File: config.mk
export PLATFORM = sky130hd
export DESIGN_NAME = instr_fetch_responder
export DESIGN_NICKNAME = d
export VERILOG_FILES = /design/src/rtl/instr_fetch_resp_pkg.sv /design/src/rtl/instr_fetch_fifo.sv /design/src/rtl/instr_fetch_responder.sv
export SDC_FILE = /design/constraint.sdc
export NUM_CORES = 1
export LEC_CHECK = 0
export BUFFER_PORTS_ARGS = -buffer_cell sky130_fd_sc_hd__buf_2
export CAP_MARGIN = 40
export CORE_ASPECT_RATIO = 1.5
export CORE_MARGIN = 2
export CORE_UTILIZATION = 40
export CTS_BUF_LIST = sky130_fd_sc_hd__clkbuf_8
export DETAILED_ROUTE_END_ITERATION = 6
export PLACE_DENSITY = 0.61
export RECOVER_POWER = 50
export REMOVE_ABC_BUFFERS = 1
export SLEW_MARGIN = 20
export SYNTH_ARGS = -nofsm -noshare
export SYNTH_HDL_FRONTEND = slang
export SYNTH_HIERARCHICAL = 1
export SYNTH_SLANG_ARGS = --single-unit
export TNS_END_PERCENT = 20
File: constraint.sdc
create_clock -name clk -period 8.6 [get_ports clk]
set_input_delay 1.29 -clock clk [delete_from_list [all_inputs] [get_ports clk]]
set_output_delay 1.29 -clock clk [all_outputs]
set_load 0.01 [all_outputs]
File: src/rtl/instr_fetch_resp_pkg.sv
// Shared constants and types for the instruction-fetch responder.
// The LFSR helpers are only used when INSTR_FETCH_RESP_STALL_EN is defined.
package instr_fetch_resp_pkg;

    localparam logic [31:0] NOP_INSTR_DEFAULT = 32'h0000_0013;

    // Fibonacci form of x^16+x^14+x^13+x^11+1: feedback from bits 0,2,3,5.
    localparam logic [15:0] LFSR_SEED     = 16'hACE1;
    localparam logic [15:0] LFSR_TAP_MASK = 16'h002D;

    typedef struct packed {
        logic        valid;
        logic [31:0] data;
        logic [31:0] addr;
    } resp_beat_t;

    function automatic logic [15:0] lfsr_next(input logic [15:0] s);
        return {^(s & LFSR_TAP_MASK), s[15:1]};
    endfunction

endpackage

File: src/rtl/instr_fetch_fifo.sv
// In-order synchronous FIFO with flush; flush wins over push and pop in the same cycle.
// Pushes while full and pops while empty are ignored.
module instr_fetch_fifo #(
    parameter int unsigned DEPTH  = 16,
    parameter int unsigned DATA_W = 32
) (
    input  logic                     clk,
    input  logic                     rst_ni,
    input  logic                     flush_i,
    input  logic                     push_i,
    input  logic [DATA_W-1:0]        push_data_i,
    input  logic                     pop_i,
    output logic [DATA_W-1:0]        pop_data_o,
    output logic [$clog2(DEPTH):0]   count_o,
    output logic                     full_o,
    output logic                     empty_o
);

    localparam int unsigned PTR_W = $clog2(DEPTH);
    localparam int unsigned CNT_W = PTR_W + 1;

    logic [DATA_W-1:0] mem_q [DEPTH];
    logic [PTR_W-1:0]  wptr_q, wptr_d;
    logic [PTR_W-1:0]  rptr_q, rptr_d;
    logic [CNT_W-1:0]  count_q, count_d;
    logic              do_push;
    logic              do_pop;

    assign full_o  = (count_q == CNT_W'(DEPTH));
    assign empty_o = (count_q == '0);
    assign do_push = push_i && !full_o && !flush_i;
    assign do_pop  = pop_i && !empty_o && !flush_i;

    // DEPTH is a power of two, so the pointers wrap by plain overflow.
    always_comb begin
        wptr_d  = wptr_q;
        rptr_d  = rptr_q;
        count_d = count_q;
        if (flush_i) begin
            wptr_d  = '0;
            rptr_d  = '0;
            count_d = '0;
        end else begin
            if (do_push) wptr_d = wptr_q + 1'b1;
            if (do_pop)  rptr_d = rptr_q + 1'b1;
            case ({do_push, do_pop})
                2'b10:   count_d = count_q + 1'b1;
                2'b01:   count_d = count_q - 1'b1;
                default: count_d = count_q;
            endcase
        end
    end

    always_ff @(posedge clk or negedge rst_ni) begin
        if (!rst_ni) begin
            wptr_q  <= '0;
            rptr_q  <= '0;
            count_q <= '0;
        end else begin
            wptr_q  <= wptr_d;
            rptr_q  <= rptr_d;
            count_q <= count_d;
        end
    end

    always_ff @(posedge clk) begin
        if (do_push) mem_q[wptr_q] <= push_data_i;
    end

    assign pop_data_o = mem_q[rptr_q];
    assign count_o    = count_q;

endmodule

File: src/rtl/instr_fetch_responder.sv
// Instruction-memory slave for the core fetch port: serves queued words in order, NOP when empty.
// Define INSTR_FETCH_RESP_STALL_EN to insert pseudo-random grant wait states from an LFSR.
module instr_fetch_responder
    import instr_fetch_resp_pkg::*;
#(
    parameter int unsigned DEPTH     = 16,
    parameter int unsigned LATENCY   = 1,
    parameter logic [31:0] NOP_INSTR = NOP_INSTR_DEFAULT
) (
    input  logic                   clk,
    input  logic                   rst_ni,
    input  logic                   push_valid_i,
    input  logic [31:0]            push_data_i,
    output logic                   push_ready_o,
    input  logic                   flush_i,
    input  logic                   instr_req_i,
    input  logic [31:0]            instr_addr_i,
    output logic                   instr_gnt_o,
    output logic                   instr_rvalid_o,
    output logic [31:0]            instr_rdata_o,
    output logic [31:0]            resp_addr_o,
    output logic [$clog2(DEPTH):0] fifo_count_o,
    output logic                   empty_o,
    output logic [15:0]            nop_count_o
);

    logic        accept;
    logic        use_nop;
    logic        fifo_pop;
    logic        fifo_full;
    logic        fifo_empty;
    logic [31:0] fifo_rdata;
    resp_beat_t  beat_in;
    resp_beat_t  line_q [LATENCY];
    logic [15:0] nop_cnt_q, nop_cnt_d;

`ifdef INSTR_FETCH_RESP_STALL_EN
    logic [15:0] lfsr_q;

    always_ff @(posedge clk or negedge rst_ni) begin
        if (!rst_ni) lfsr_q <= LFSR_SEED;
        else         lfsr_q <= lfsr_next(lfsr_q);
    end

    assign instr_gnt_o = instr_req_i && !lfsr_q[0];
`else
    assign instr_gnt_o = instr_req_i;
`endif

    assign accept   = instr_req_i && instr_gnt_o;
    // A fetch landing on a flush is answered with a NOP rather than the head being flushed away.
    assign use_nop  = accept && (fifo_empty || flush_i);
    assign fifo_pop = accept && !fifo_empty && !flush_i;

    instr_fetch_fifo #(
        .DEPTH  (DEPTH),
        .DATA_W (32)
    ) u_fifo (
        .clk         (clk),
        .rst_ni      (rst_ni),
        .flush_i     (flush_i),
        .push_i      (push_valid_i),
        .push_data_i (push_data_i),
        .pop_i       (fifo_pop),
        .pop_data_o  (fifo_rdata),
        .count_o     (fifo_count_o),
        .full_o      (fifo_full),
        .empty_o     (fifo_empty)
    );

    // Idle beats are all-zero so rdata/resp_addr read 0 whenever rvalid is low.
    always_comb begin
        beat_in   = '0;
        nop_cnt_d = nop_cnt_q;
        if (accept) begin
            beat_in.valid = 1'b1;
            beat_in.addr  = instr_addr_i;
            beat_in.data  = use_nop ? NOP_INSTR : fifo_rdata;
        end
        if (use_nop && (nop_cnt_q != 16'hFFFF)) nop_cnt_d = nop_cnt_q + 16'd1;
    end

    always_ff @(posedge clk or negedge rst_ni) begin
        if (!rst_ni) begin
            for (int i = 0; i < LATENCY; i++) line_q[i] <= '0;
            nop_cnt_q <= '0;
        end else begin
            line_q[0] <= beat_in;
            for (int i = 1; i < LATENCY; i++) line_q[i] <= line_q[i-1];
            nop_cnt_q <= nop_cnt_d;
        end
    end

    assign instr_rvalid_o = line_q[LATENCY-1].valid;
    assign instr_rdata_o  = line_q[LATENCY-1].data;
    assign resp_addr_o    = line_q[LATENCY-1].addr;
    assign push_ready_o   = !fifo_full;
    assign empty_o        = fifo_empty;
    assign nop_count_o    = nop_cnt_q;

endmodule

==> results.toml <==
[sta]
fin_tns_setup_ps = 0
worst_slew_margin_relative_to_its_limit_pct = -30.61
worstMarginPinSlew_ps = 1959
fmax_mhz = 192.5
timing.final.max_slew_violations = 99
final_min_period_over_clock_period_pct = 60.41
clock-skew-final_ps = 32.59
report.final.setup_viol = 0
period_minus_slack_ps = 5195
final.hold.worst_slack_ps = 521.5
timing.final.hold_violations = 0
setup_repair_after_global_routing_missed_its_margin = "no"

[cells_and_area]
finalNonFillerCells = 2345
multiInputGateArea_sq_um = 5464
finish.utilization_pct = 46.80
finalNetCount = 1578
num-fill-cells = 5044
flow.area_growth_from_synthesis_pct = 15.56
post_route_cells_drive_above_1_share_pct = 25.79
area.sequential_sq_um = 17740

[synthesis]
library_cell_with_the_largest_summed_area_after_synthesis = "sky130_fd_sc_hd__edfxtp_1"
postSynth.asyncResetShare_pct = 15.51
synth_commonest_cells = "sky130_fd_sc_hd__edfxtp_1, sky130_fd_sc_hd__mux2i_1, sky130_fd_sc_hd__dfrtp_1"
yosysTopAreaCellShare_pct = 65.64
synth.top_cells.by_area = "sky130_fd_sc_hd__edfxtp_1, sky130_fd_sc_hd__dfrtp_1, sky130_fd_sc_hd__mux4_2"
synth_cells = 1289
synth_warn = 6
yosysMostFrequentCell = "sky130_fd_sc_hd__edfxtp_1"
synth_edf_count = 512
syn-cell-area_sq_um = 23420
yosys_most_used_dff = "sky130_fd_sc_hd__edfxtp_1"
synth_seq_cells = 606
synth-seq-area-share_pct = 75.69
synthesis.area_per_instance_sq_um = 18.17
synthDistinctLibCells = 51

[die]
floorplan.die.height_microns = 300.4
die_area_sq_um = 60550
ios = 158
core_sq_um = 57840
number_of_cell_rows = 108
floorplan.initialDensity_pct = 40.50
horiz_die_dim_microns = 201.6

[job]
max_cap_viol_count = 3

[drt]
final_antenna_net_count = 0
detail_route.vias_per_cell = 5.271
drt-initial-drc-count = 890
dr.pass1.iters = 5
drc = 0
detailroute.via_count = 12360
postRouteWirelength_microns = 51170
drt-wirelength-per-cell_microns = 21.82

[cts]
clkSinkCount = 606
cts_tree = "done"
numCtsBuffers = 89
cts-htree-levels = 3
cts.repair_timing.setup_buffer_count = 0
cts_hold_repair.buffers = 0
cts_root_buf = "sky130_fd_sc_hd__clkbuf_8"
ctsLongestPathBuffers = 3
clkSlewWorstSetupHoldPaths_ps = 60
worst_skew_pair.late_latency_ps = 650
cts.repair.resized = 0

[global_route]
grt_start_max_net_pins = 100
globalRoute.totalOverflow = 0
vias_in_the_first_global_route = 13020
grt_antenna_before_repair = 2
global_route.usage.total_pct = 17.06
grt_first_pass_wirelength_microns = 78210

[pwr]
p_int_mw = 4.779
p_per_area_nw_per_um2 = 234.1
seqPwrFrac_pct = 52.9
power_frac_clock_pct = 35.2
switching_power_mw = 1.556
worst_ir_drop_vdd_v = 0.00009551
power_frac_comb_pct = 11.9
swShare_pct = 24.57
total_leakage_power_nw = 9.238

[setup_path]
timing.reg2reg.setup_slack_ps = 4800
timing.critical_path.fanout_max = 37
worstReg2RegStart = "u_fifo/count_o[1]"
crit-reg2reg-capture = "u_fifo/count_o[4]"
endpoint_kind = "asynchronous set/reset pin"
timing.critical_path.required_ps = 8870
crit_path_start = "rst_ni"
cp_data_arrival_time_ps = 5460
cp-start-kind = "input pin"
worstSetupPathType = "in2async"
timing.reg2reg.worst_path_depth = 13
worst_setup_path_endpoint = "u_fifo/rptr_q[3]"

[outcome]
run_status = "finished with violations"
violated_checks = "max-capacitance violations, max-slew violations"

[placed_design]
io_buffers = 157
place_congestion = 0.7962
hpwl_microns = 29140
placed_cells = 2176

[min_path]
worstHoldPathType = "reg2reg"
sequential cells by signal, summed over array words and instances (netlist names):
name	flops
resp_addr_o	32
u_fifo/mem_q	512
u_fifo/rptr_q	4
u_fifo/count_o	5
instr_rdata_o	32
u_fifo/wptr_q	4
nop_count_o	16
instr_rvalid_o	1
worst max-delay path: stages:
cell,delay [ps]
sky130_fd_sc_hd__clkbuf_1,1380
sky130_fd_sc_hd__clkbuf_1,1400
sky130_fd_sc_hd__clkbuf_1,1350
layer usage:
layer | up-vias | wire (microns) | global-route usage (%)
met3 | 76 | 2346 | 2.872
met4 | 2 | 1018 | 5.585
met5 | - | 9 | 0
met1 | 6445 | 20720 | 20.88
li1 | 5510 | - | -
met2 | 327 | 27080 | 30.71
placed cells by master (no fill, tap or decap), drive strengths merged, types with 22 or more instances in the layout:
cell / n
mux4: 64
dfrtp: 94
edfxtp: 512
a22oi: 32
o21ai: 66
a221oi: 32
mux2: 38
and2: 65
buf: 147
clkbuf: 145
clkinv: 22
a21oi: 41
nand2: 47
nor2: 40
mux2i: 97
inv: 41
through the flow:
stage	instance area [sq um]	total power, mW	setup WS, ps
after global placement	25170	4.167	4477
after CTS	27090	6.432	4750
after floorplan	23080	4.042	1053
after detailed placement	25340	4.187	4362
after global routing	27070	6.607	2277
final	27070	6.335	3405
area by class of cell:
| cell class | instances | share of cell area, % |
|---|---|---|
| Multi-Input combinational cell | 606 | 20.19 |
| Tap cell | 770 | 3.560 |
| Antenna cell | 1 | 0.009246 |
| Inverter | 6 | 0.08321 |
| Clock buffer | 102 | 5.187 |
| Sequential cell | 606 | 65.53 |
| Clock inverter | 64 | 1.290 |
| Timing Repair Buffer | 190 | 4.156 |
worst min path at each step:
stage                     from               to  slack (ps)  depth (start not counted)
6_report        nop_count_o[9]   nop_count_o[9]         520                          1
3_3_place_gp    nop_count_o[9]   nop_count_o[9]         500                          1
4_1_cts        nop_count_o[15]  nop_count_o[15]         520                          1
2_1_floorplan   nop_count_o[9]   nop_count_o[9]         540                          1
5_1_grt        nop_count_o[15]  nop_count_o[15]         550                          1
3_5_place_dp   nop_count_o[15]  nop_count_o[15]         510                          1
power by group through the flow:
stage	combinational (mW)	clock [mW]	sequential (mW)
finish	0.756	2.23	3.35
global route	0.825	2.42	3.36
floorplan	0.547	0	3.50
global placement	0.761	0	3.41
CTS	0.779	2.30	3.35
detailed placement	0.777	0	3.41
cells by family after synthesis:
| group | Yosys count | synth area share, % |
|---|---|---|
| fa+ha+maj | 10 | 0.5663 |
| flops | 606 | 75.69 |
| xor+xnor | 19 | 0.7105 |
| simple gates | 188 | 4.199 |
| mux | 199 | 12.14 |
| buf+inv | 77 | 1.544 |
| compound gates | 190 | 5.150 |
No activity file was read; power rests on OpenSTA's default activity.
